`src/rtl/bus_pkg.sv`:
```
`default_nettype none
// +--------------------------------------------------------------------------+
// | bus_pkg                                                                  |
// | Shared bus geometry, source index map and word type for the datapath.    |
// | Revision: 1.0                                                            |
// +--------------------------------------------------------------------------+
package bus_pkg;

  localparam int BUS_WIDTH = 32;
  localparam int BUS_NSRC  = 24;

  localparam int SRC_R0   = 0;
  localparam int SRC_R1   = 1;
  localparam int SRC_R2   = 2;
  localparam int SRC_R3   = 3;
  localparam int SRC_R4   = 4;
  localparam int SRC_R5   = 5;
  localparam int SRC_R6   = 6;
  localparam int SRC_R7   = 7;
  localparam int SRC_R8   = 8;
  localparam int SRC_R9   = 9;
  localparam int SRC_R10  = 10;
  localparam int SRC_R11  = 11;
  localparam int SRC_R12  = 12;
  localparam int SRC_R13  = 13;
  localparam int SRC_R14  = 14;
  localparam int SRC_R15  = 15;
  localparam int SRC_HI   = 16;
  localparam int SRC_LO   = 17;
  localparam int SRC_ZHI  = 18;
  localparam int SRC_ZLO  = 19;
  localparam int SRC_PC   = 20;
  localparam int SRC_MDR  = 21;
  localparam int SRC_PORT = 22;
  localparam int SRC_CSE  = 23;

  typedef logic [BUS_WIDTH-1:0] bus_word_t;

endpackage : bus_pkg
`default_nettype wire

```
`src/rtl/rr_arbiter.sv`:
```
`default_nettype none
// +--------------------------------------------------------------------------+
// | rr_arbiter                                                               |
// | Combinational rotating-priority arbiter: first requester at/after ptr.   |
// | Revision: 1.0                                                            |
// +--------------------------------------------------------------------------+
module rr_arbiter #(
  parameter int NSRC  = 24,
  parameter int IDX_W = $clog2(NSRC)
) (
  input  logic [NSRC-1:0]  req,
  input  logic [IDX_W-1:0] ptr,
  output logic [NSRC-1:0]  gnt,
  output logic [IDX_W-1:0] idx,
  output logic             any
);

  int unsigned pos;

  // With ptr = 0 this degenerates to a plain lowest-index priority encoder.
  always_comb begin
    gnt = '0;
    idx = '0;
    any = 1'b0;
    pos = 0;
    for (int k = 0; k < NSRC; k++) begin
      pos = int'(ptr) + k;
      if (pos >= NSRC) pos = pos - NSRC;
      if (!any && req[IDX_W'(pos)]) begin
        any              = 1'b1;
        gnt[IDX_W'(pos)] = 1'b1;
        idx              = IDX_W'(pos);
      end
    end
  end

endmodule : rr_arbiter
`default_nettype wire

```
`src/rtl/bus_mux_reg.sv`:
```
`default_nettype none
// +--------------------------------------------------------------------------+
// | bus_mux_reg                                                              |
// | Registered NSRC:1 bus multiplexer with multi-select detection and        |
// | optional round-robin arbitration. Revision: 1.0                          |
// +--------------------------------------------------------------------------+
module bus_mux_reg
  import bus_pkg::*;
#(
  parameter int WIDTH = BUS_WIDTH,
  parameter int NSRC  = BUS_NSRC,
  parameter int IDX_W = $clog2(NSRC)
) (
  input  logic                  clk,
  input  logic                  clear,
  input  logic [NSRC*WIDTH-1:0] src_data,
  input  logic [NSRC-1:0]       src_out,
  input  logic                  arb_en,
  input  logic                  err_clr,
  output logic [WIDTH-1:0]      bus_out,
  output logic                  bus_valid,
  output logic [NSRC-1:0]       grant,
  output logic [IDX_W-1:0]      grant_idx,
  output logic                  multi_err
);

  localparam logic [IDX_W-1:0] LAST_IDX = IDX_W'(NSRC - 1);

  logic [WIDTH-1:0] words [NSRC];
  logic [IDX_W-1:0] rr_ptr;
  logic [IDX_W-1:0] arb_ptr;
  logic [NSRC-1:0]  sel_gnt;
  logic [IDX_W-1:0] sel_idx;
  logic             sel_any;
  logic             multi_sel;

  for (genvar i = 0; i < NSRC; i++) begin : g_unpack
    assign words[i] = src_data[i*WIDTH +: WIDTH];
  end

  // Direct mode uses the same arbiter anchored at index 0.
  assign arb_ptr   = arb_en ? rr_ptr : '0;
  assign multi_sel = !arb_en && ((src_out & (src_out - 1'b1)) != '0);

  rr_arbiter #(
    .NSRC  (NSRC),
    .IDX_W (IDX_W)
  ) u_arb (
    .req (src_out),
    .ptr (arb_ptr),
    .gnt (sel_gnt),
    .idx (sel_idx),
    .any (sel_any)
  );

  always_ff @(posedge clk) begin
    if (clear) begin
      bus_out   <= '0;
      bus_valid <= 1'b0;
      grant     <= '0;
      grant_idx <= '0;
      multi_err <= 1'b0;
      rr_ptr    <= '0;
    end else begin
      bus_valid <= sel_any;
      grant     <= sel_gnt;
      if (sel_any) begin
        bus_out   <= words[sel_idx];
        grant_idx <= sel_idx;
        if (arb_en) rr_ptr <= (sel_idx == LAST_IDX) ? '0 : sel_idx + 1'b1;
      end
      if (multi_sel)    multi_err <= 1'b1;
      else if (err_clr) multi_err <= 1'b0;
    end
  end

endmodule : bus_mux_reg
`default_nettype wire

```
`config.mk`:
```
export PLATFORM = sky130hd
export DESIGN_NAME = bus_mux_reg
export DESIGN_NICKNAME = d
export VERILOG_FILES = /design/src/rtl/bus_pkg.sv /design/src/rtl/rr_arbiter.sv /design/src/rtl/bus_mux_reg.sv
export SDC_FILE = /design/constraint.sdc
export NUM_CORES = 1
export LEC_CHECK = 0
export ABC_AREA = 1
export CORE_AREA = 5 5 329 331
export DETAILED_ROUTE_END_ITERATION = 10
export DIE_AREA = 0 0 334 336
export SLEW_MARGIN = 15
export SYNTH_ARGS = -nofsm -noshare
export SYNTH_HDL_FRONTEND = slang
export SYNTH_SLANG_ARGS = --single-unit
```
`constraint.sdc`:
```
create_clock -name clk -period 6.74 [get_ports clk]
set_input_delay 1.011 -clock clk [delete_from_list [all_inputs] [get_ports clk]]
set_output_delay 1.011 -clock clk [all_outputs]
set_load 0.01 [all_outputs]
```
* Word-level counts from Yosys, hierarchy flattened *
Index checks and enable logic that the tools add are counted.

storage, ports and cells
  register bits = 68
  word-level logic and storage cells = 428

cells by class
  add/subtract/negate cells = 49
  reduce and logical (&&, ||, !) cells = 75
  magnitude comparators = 73
  equal/unequal tests = 1
  bitwise logic cells = 25
  multiplexer cells = 199

operators by type and width
  kind                   number
  $mux 24                24
  $or 24x24->24          23
  $mux 5                 50
  $bmux 32 s5            1
  $lt 5x6->1 const B     24
  $ge 6x5->1 const B     23
  $bmux 1 s5             24
  $demux 1 s5            24
  $ge 5x1->1 const B     24
  $sub 5x5->5 const B    24
  $mux 1                 74
  $mux 32                2
  $add 5x4->6 const B    8
  $add 5x5->6 const B    8
  $logic_and 1x1->1      48
  $add 5x3->6 const B    4
  $and 24x24->24         1
  $logic_not 1->1        24
  $reduce_bool 24->1     1
  $sub 24x1->24 const B  1
  $add 5x2->6 const B    2
  $add 5x1->6 const B    1
  $ge 6x6->1 const B     1
  $not 5->6              1
  5 further kinds        5

* Longest topological paths before layout *
Gate-level depths: netlist (run 1).

  depth after elaboration = 79
  depth in mapped cells = 45
  mapped depth without buffers = 40

* By module *
A second synthesis (run 1) with hierarchy kept.

second synthesis, totals
  cell total of the unflattened synthesis = 4,095
  area, all modules = 20,120.5 µm²

by module, submodules not included
  module       cells each  area an instance (µm²)  instances
  rr_arbiter   2,318       10,582.6                1
  bus_mux_reg  1,777       9,537.9                 1

* Least setup slack after synthesis (run 1) *
OpenSTA, ideal clock, no wires.

  kind = input port to flip-flop
  start = in arb_en
  end = reg rr_ptr[4]
  stages on the path = 40
  path buffers = 6
  arrival time = 5.919 ns
  data required time = 6.630 ns
  path slack = 0.711 ns
  cells stage by stage = buf_6 -> nand2_1 -> inv_2 -> buf_4 -> clkbuf_1 -> clkbuf_1 -> ha_1 -> inv_1 -> nand2_1 -> nand2_1 -> nand2_1 -> inv_2 -> ha_1 -> nand3_1 -> nand3_1 -> o21ai_2 -> o21ai_1 -> nor2_4 -> (+4 left out) -> nand4_1 -> nor2_2 -> nand3_1 -> nor2_1 -> nand3_1 -> nor2_1 -> nand3_1 -> nand3_2 -> buf_4 -> buf_2 -> ha_1 -> inv_1 -> nor2_1 -> nor2_1 -> nand2_1 -> o211ai_1 -> nand2_1 -> inv_1

on the way
  cells in the longest elaborated chain, start to end = 77
  elaborated cells on any way between the ends = 242
  classes of those cells = add/sub: 48; order compare: 24; eq/ne: 1; mux: 122; reduce/logical: 47

ends and longest elaborated chain
  element                                               line               source
  start: declaration                                    bus_mux_reg.sv:18  input logic arb_en,
  $mux 5 *                                              bus_mux_reg.sv:42  assign arb_ptr = arb_en ? rr_ptr : '0;
  branches (longest 73 deep; another with $add 5x1->6)  --
  $mux 5 *                                              rr_arbiter.sv:29   if (!any && req[IDX_W'(pos)]) begin
  via sel_idx[1]                                        bus_mux_reg.sv:33  logic [IDX_W-1:0] sel_idx;
  $add 5x1->5 or $eq 5x5->1 (tied branches)             bus_mux_reg.sv:70  if (arb_en) rr_ptr <= (sel_idx == LAST_IDX) ? '0 : sel_idx + 1'b1;
  $mux 5 *                                              bus_mux_reg.sv:70
  end signal: assignment                                bus_mux_reg.sv:70
  end: declaration                                      bus_mux_reg.sv:30  logic [IDX_W-1:0] rr_ptr;

Mark *: on every way through the listed nets, which the timed path passes. The select of a mux whose other input is x is not followed.
A chain may end at the register's enable or synchronous reset.

* Worst setup path in the final report (run 1) *
  start = in arb_en
  end = reg bus_out[24]

on the way
  cells in the longest elaborated chain, start to end = 79
  elaborated cells on any way between the ends = 242
  classes of those cells = add/sub: 47; order compare: 24; mux: 124; bitwise: 1; reduce/logical: 46

ends and longest elaborated chain
  element                                               line               source
  $mux 5 *                                              bus_mux_reg.sv:42
  branches (longest 78 deep; another with $add 5x1->6)  --
  end signal: assignment                                bus_mux_reg.sv:68  bus_out <= words[sel_idx];
  end: declaration                                      bus_mux_reg.sv:20  output logic [WIDTH-1:0] bus_out,

Every way passes the cells marked *. The select of a mux whose other input is x is not followed.

==> reports/results.ini, run 1 <==
[timing]
skew_ns=0.01281
fmax_mhz=157.7
tightest_slew_ns=1.041
hold_ws_ns=0.4875
rsz0062_at_grt=false
maxSlewHeadroom=0.3062
period_needed_ns=6.342
period_share=0.9410
slew_viol_final=0
setup_slack_ns=0.3979
hold_viol_final=0
finalSetupViolations=0

[yosys]
ys_ff_latch=68
synth.area.top_cells=nand3_1 25%, nand2_1 19%, inv_1 11%, nand3b_1 7.5%, nor2_1 6.7%
syn_nets=5030
syn_area_um2=20930
yosysSeqAreaShare=0.06505
synth_common_cells=1,057 x nand2_1, 1,031 x nand3_1, 603 x inv_1, 374 x nor2_1, 209 x nand3b_1
yosysTopAreaCellShare=0.2466
yosys_warnings=0
synthArstFlopShare=0
yosysMostFrequentCell=nand2_1
yosys.area.top_type=nand3_1
syn_inst=4211
syn_avg_cell_area_um2=4.970
synthFlopType=dfxtp_1
yosysUniqueCellTypes=61
synth_edf_count=0

[clock_network]
clk_latency_ns=0.41
clock_sinks=68
cts_tree=done
clockBufferDepth=2
root_buffer=clkbuf_16
cts_setup_buffers=0
clkSlewWorstSetupHoldPaths_ns=0.07
numCtsBuffers=9
htree_levels=3

[worst_setup_path]
crit_type=primary input to register
cp_slowest_cell=a2111oi_4
critPathArrivalTime_ns=6.68
cp_max_fo=36
cp_common_cell=nand2_1
reg2reg_from=rr_ptr[1]
worst_setup_path_start_kind=primary input
path_buf_inv=11
critPathLaunch=arb_en
max_stage_delay_ns=0.46
path_delay_family=simple AND/OR/NAND/NOR gates
endpoint_kind=register
worstPathRequired_ns=7.08

[place]
gp_congestion=1.046
dpl_worst_slack_ns=-0.8215
hpwl_um=167400
placed_area_um2=36240
port_buffers=858

[die]
start_util=0.1997
die-area_um2=112200
die_height_um=336
die_w_um=334
core_area_um2=104800
ios=859
rows=119

[drt]
via_count=35560
vias_per_cell=5.137
wl_per_cell_um=27.99
top_layer_used=met5
route.detailed.drc=0
drtIter0Drc=3835
met3_length_um=16430
wl_met2_um=89910
drt_wl_total_um=193700
ant_nets=0
firstDrtPassIters=6
m1WireLength_um=79060

[grt]
antenna_found_initial=42
grt_max_degree=104
grt_pass1_wl_um=261400
grt_pass1_vias=33910
overflow=0
grt.total_usage=0.3239

[hold_path]
hp-class=register to register
min_from=multi_err

[layout]
design_area_um2=36650
syn2layout_area_growth_pct=75.13
post-route-util=0.3497
drive_gt1_frac=0.1431
nets=6322

[power_and_ir_drop]
cellLeakagePower_nw=17.80
ir_drop_mv=0.3091
powerDensity_nw_per_um2=544.7

[run_status]
status=finished, final reports clean

[job]
maxCapViolations=0

cell families (layout without fill, tap and decap cells):
kind of cell               count (synthesis)  count (layout)  synth area share
and+or+nand+nor                         2802            2802            0.6187
AOI/OAI and AO/OA                        398             398            0.1192
buffers and inverters                    906            2202            0.1773
adders and majority gates                 24              24           0.01423
xor gates and xnor gates                  13              13          0.005441
DFF                                       68              68           0.06505
other                                      0              25                 0
registers in the layout (all words and copies together), names as in the netlist:
name and flops:
grant_idx 5, grant 24, rr_ptr 5, multi_err 1
bus_out 32, bus_valid 1
layout make-up:
type	count	area, um2
inverters	630	2365
repair buffers	1557	14900
multi-input cells	3237	15940
fillers	11790	68170
flip-flops and latches	68	1361
diodes	25	62.56
clock buffers	10	239.0
well taps	1391	1740
clock inverters	5	37.54
power breakdown:
part           internal [W]  leakage [nW]  switching, W
combinational       0.00721          17.1        0.0116
clock              0.000258         0.131      0.000248
sequential         0.000530         0.559     0.0000977
placed cells by master, fill, tap and decap left out, types with 5 or more instances in the layout:
cell type / synthesis / layout
ha_1: 23 / 22
clkbuf_16: 0 / 10
o21ai_0: 139 / 138
buf_4: 16 / 612
nand2_1: 1057 / 1055
o2111ai_1: 17 / 17
o22ai_1: 19 / 19
a21oi_1: 84 / 84
clkdlybuf4s50_1: 0 / 857
o32ai_1: 5 / 5
nand3_1: 1031 / 1030
o211ai_1: 12 / 12
nand3b_1: 209 / 209
a211oi_1: 6 / 6
a41oi_1: 8 / 8
nor3_1: 37 / 37
o21ai_1: 11 / 12
nor4_1: 13 / 13
a2111oi_0: 15 / 14
inv_1: 603 / 602
inv_2: 20 / 21
a221oi_1: 18 / 18
nand4_1: 36 / 36
nor2_2: 12 / 13
nor2_1: 374 / 372
buf_12: 0 / 81
diode_2: 0 / 25
a31oi_1: 14 / 14
nand2_2: 12 / 13
dfxtp_1: 68 / 68
clkinv_1: 7 / 7
o221ai_1: 8 / 8
o31ai_1: 11 / 11
xor2_1: 13 / 13
path summary, 6_finish.rpt:
kind,end,cells past startpoint,slack [ns]
setup / recovery,bus_out[24],40,0.40
hold / removal,multi_err,2,0.49
setup reg to reg,bus_out[24],34,0.90
hold reg to reg,multi_err,2,0.49
per-stage QoR:
step / std cells / total power, W / setup TNS (ns)
2_1_floorplan: 4211 / 0.008668 / 0
3_3_place_gp: 6882 / 0.01922 / -23.89
3_5_place_dp: 6882 / 0.01915 / -22.91
4_1_cts: 6897 / 0.01973 / 0
5_1_grt: 6914 / 0.02099 / 0
6_report: 6923 / 0.01996 / 0
timing repair:
action	4_1_cts	5_1_grt
resized for setup	2	8
hold buffers	0	0
gates cloned	0	1
setup endpoints to repair	37	39
pin swaps	0	1
worst reg2reg max path, delay by kind of cell, from the launching register on:
| family | cells | cell delay, ns |
|---|---|---|
| flip-flops | 1 | 0.53 |
| adder cells (fa/ha/maj) | 1 | 0.33 |
| AND/OR/NAND/NOR | 23 | 2.84 |
| AO/OA/AOI/OAI | 2 | 0.64 |
| buffers and inverters | 8 | 1.46 |
routing by layer:
metal,up-vias,GRT usage
li1,16480,-
met5,-,0
met3,312,0.06743
met4,8,0.1222
met2,1866,0.5470
met1,16900,0.4068
No activity file was read; power rests on OpenSTA's default activity.
==> run 2, diff against run 1 <==
- clock period: 6.74 -> 6 ns (I/O delays scaled with it)
==> run 2 against run 1 <==
Wire length rose by 3.5%. Largest power group unchanged. Sequential cell count did not move. First-iteration DRC count rose by 0.96%. Critical path type unchanged.
==> reports/results.ini, run 2 (synthesis gave the netlist of run 1 again) <==
[timing]
skew_ns=0.01217  ; -0.0006328 ns
slew_viol_final=0  ; unchanged
hold_ws_ns=0.4790  ; -0.008469 ns
period_share=0.9638
rsz0062_at_grt=true
finalSetupViolations=0  ; unchanged
maxSlewHeadroom=0.3633  ; +0.05716
hold_viol_final=0  ; unchanged
period_needed_ns=5.783
setup_slack_ns=0.2170  ; -0.1809 ns
tightest_slew_ns=0.9477  ; -0.09303 ns
fmax_mhz=172.9

[worst_setup_path]
reg2reg_to=grant[18]
r2r_cells=28  ; -18%
max_stage_delay_ns=0.56  ; +0.10 ns
endpoint_kind=register
worst_setup_path_start_kind=primary input
cp_max_fo=5  ; -86%
crit_end=grant[18]
regToRegSetupSlack_ns=0.55  ; -0.35 ns
critPathArrivalTime_ns=6.04  ; -0.64 ns
crit_type=primary input to register
worstPathRequired_ns=6.25  ; -0.83 ns
cp_slowest_cell=o21ai_0
reg2reg_from=rr_ptr[1]
critPathLaunch=arb_en

[grt]
grt_pass1_wl_um=265900  ; +1.7%
grt_pass1_vias=34740  ; +2.5%
grt.total_usage=0.3287  ; +0.004848
antenna_found_initial=51  ; +21%
grt_max_degree=62  ; -40%
overflow=0  ; unchanged

[power_and_ir_drop]
total_power_w=0.02398  ; +20%
cellLeakagePower_nw=18.76  ; +5.4%
p_comb_frac=0.945  ; +0.002
intPower_w=0.009745  ; +22%
powerDensity_nw_per_um2=619.4  ; +14%
pwr-share-seq=0.029  ; -0.002
swShare=0.5936  ; -0.005935
pwr-share-clk=0.026  ; about the same
p_sw_w=0.01423  ; +19%
ir_drop_mv=0.5794  ; +87%

[clock_network]
clock_sinks=68  ; unchanged
clkSlewWorstSetupHoldPaths_ns=0.07  ; about the same
clk_latency_ns=0.41  ; about the same
ctsHoldBuffers=0  ; unchanged
clockBufferDepth=2  ; unchanged
numCtsBuffers=9  ; unchanged
root_buffer=clkbuf_16
htree_levels=3  ; unchanged
cts_tree=done

[place]
dpl_worst_slack_ns=-1.046  ; -0.2240 ns
hpwl_um=168200  ; +0.46%
port_buffers=858  ; unchanged
placed_area_um2=36960  ; +2.0%
gp_congestion=1.039  ; -0.63%

[drt]
via_count=36590  ; +2.9%
drt_wl_total_um=200400  ; +3.5%
route.detailed.drc=0  ; unchanged
ant_nets=0  ; unchanged
wl_per_cell_um=28.27  ; +1.0%
vias_per_cell=5.159  ; +0.44%
drtIter0Drc=3872  ; +0.96%
firstDrtPassIters=8  ; +2

[layout]
post-route-util=0.3694  ; +0.01970
top_regs=bus_out: 32 flops, grant: 24 flops
largest-register=bus_out
nets=6479  ; +2.5%
syn2layout_area_growth_pct=85.00
layout_common_cells=1,036 x nand2_1, 996 x nand3_1, 857 x clkdlybuf4s50_1, 741 x buf_4, 598 x inv_1
largest_reg_flops=32  ; unchanged
final_common_cell=nand2_1
design_area_um2=38720  ; +5.6%
ff_latch_area_um2=1361  ; unchanged
drive_gt1_frac=0.1839  ; +0.04085
fill_cells=11680  ; -0.96%
multi_input_area_um2=16450  ; +3.2%

[run_status]
status=finished, final reports clean

[die]
die_height_um=336  ; unchanged
ios=859  ; unchanged
start_util=0.1997  ; unchanged
die-area_um2=112200  ; unchanged
rows=119  ; unchanged
die_w_um=334  ; unchanged
core_area_um2=104800  ; unchanged

[job]
maxCapViolations=0  ; unchanged

[hold_path]
hp-class=register to register

run 2: worst min path at each step:
| stage | start | endpoint | slack (ns) | cells past startpoint |
|---|---|---|---|---|
| floorplan | rr_ptr[2] | rr_ptr[2] | 0.48 | 2 |
| global placement | grant_idx[0] | grant_idx[0] | 0.46 | 2 |
| detailed placement | multi_err | multi_err | 0.47 | 2 |
| CTS | multi_err | multi_err | 0.48 | 2 |
| global route | multi_err | multi_err | 0.51 | 2 |
| finish | multi_err | multi_err | 0.48 | 2 |
run 2: worst max-delay path: cells and delay by family:
| family | cells | cell delay [ns] |
|---|---|---|
| buffers and inverters | 8 | 1.04 |
| AO/OA/AOI/OAI | 3 | 1.18 |
| AND/OR/NAND/NOR | 23 | 2.64 |
| adder cells (fa/ha/maj) | 1 | 0.23 |
run 2: stage by stage:
step | TNS [ns] | std cells
floorplan | 0 | 4211
global placement | -45.50 | 6988
detailed placement | -47.29 | 6988
CTS | 0 | 7009
global route | -0.9252 | 7079
finish | 0 | 7091
run 2: cell type report:
| type | count | share of cell area |
|---|---|---|
| Antenna cell | 35 | 0.002262 |
| Clock buffer | 10 | 0.006173 |
| Clock inverter | 6 | 0.001810 |
| Inverter | 630 | 0.06144 |
| Multi-Input combinational cell | 3237 | 0.4248 |
| Sequential cell | 68 | 0.03516 |
| Tap cell | 1391 | 0.04495 |
| Timing Repair Buffer | 1714 | 0.4234 |
run 2: per-layer routing:
layer / up-vias / routed length, um / global-route usage
li1: 16810 / - / -
met1: 17430 / 80340 / 0.4138
met2: 1976 / 92790 / 0.5553
met3: 359 / 18060 / 0.06899
met4: 8 / 9185 / 0.1209
met5: - / 57 / 0
run 2: power groups by stage:
stage / sequential [W] / clock [W] / combinational, W
3_3_place_gp: 0.000695 / 0 / 0.0206
3_5_place_dp: 0.000698 / 0 / 0.0205
5_1_grt: 0.000701 / 0.000660 / 0.0237
6_report: 0.000690 / 0.000627 / 0.0227
4_1_cts: 0.000690 / 0.000648 / 0.0208
2_1_floorplan: 0.000713 / 0 / 0.00902
run 2: what timing repair did:
item / 4_1_cts / 5_1_grt
setup buffers: 4 / 37
resized for setup: 19 / 147
pin swaps: 1 / 37
cloned: 1 / 10
endpoints found under the setup margin: 64 / 59
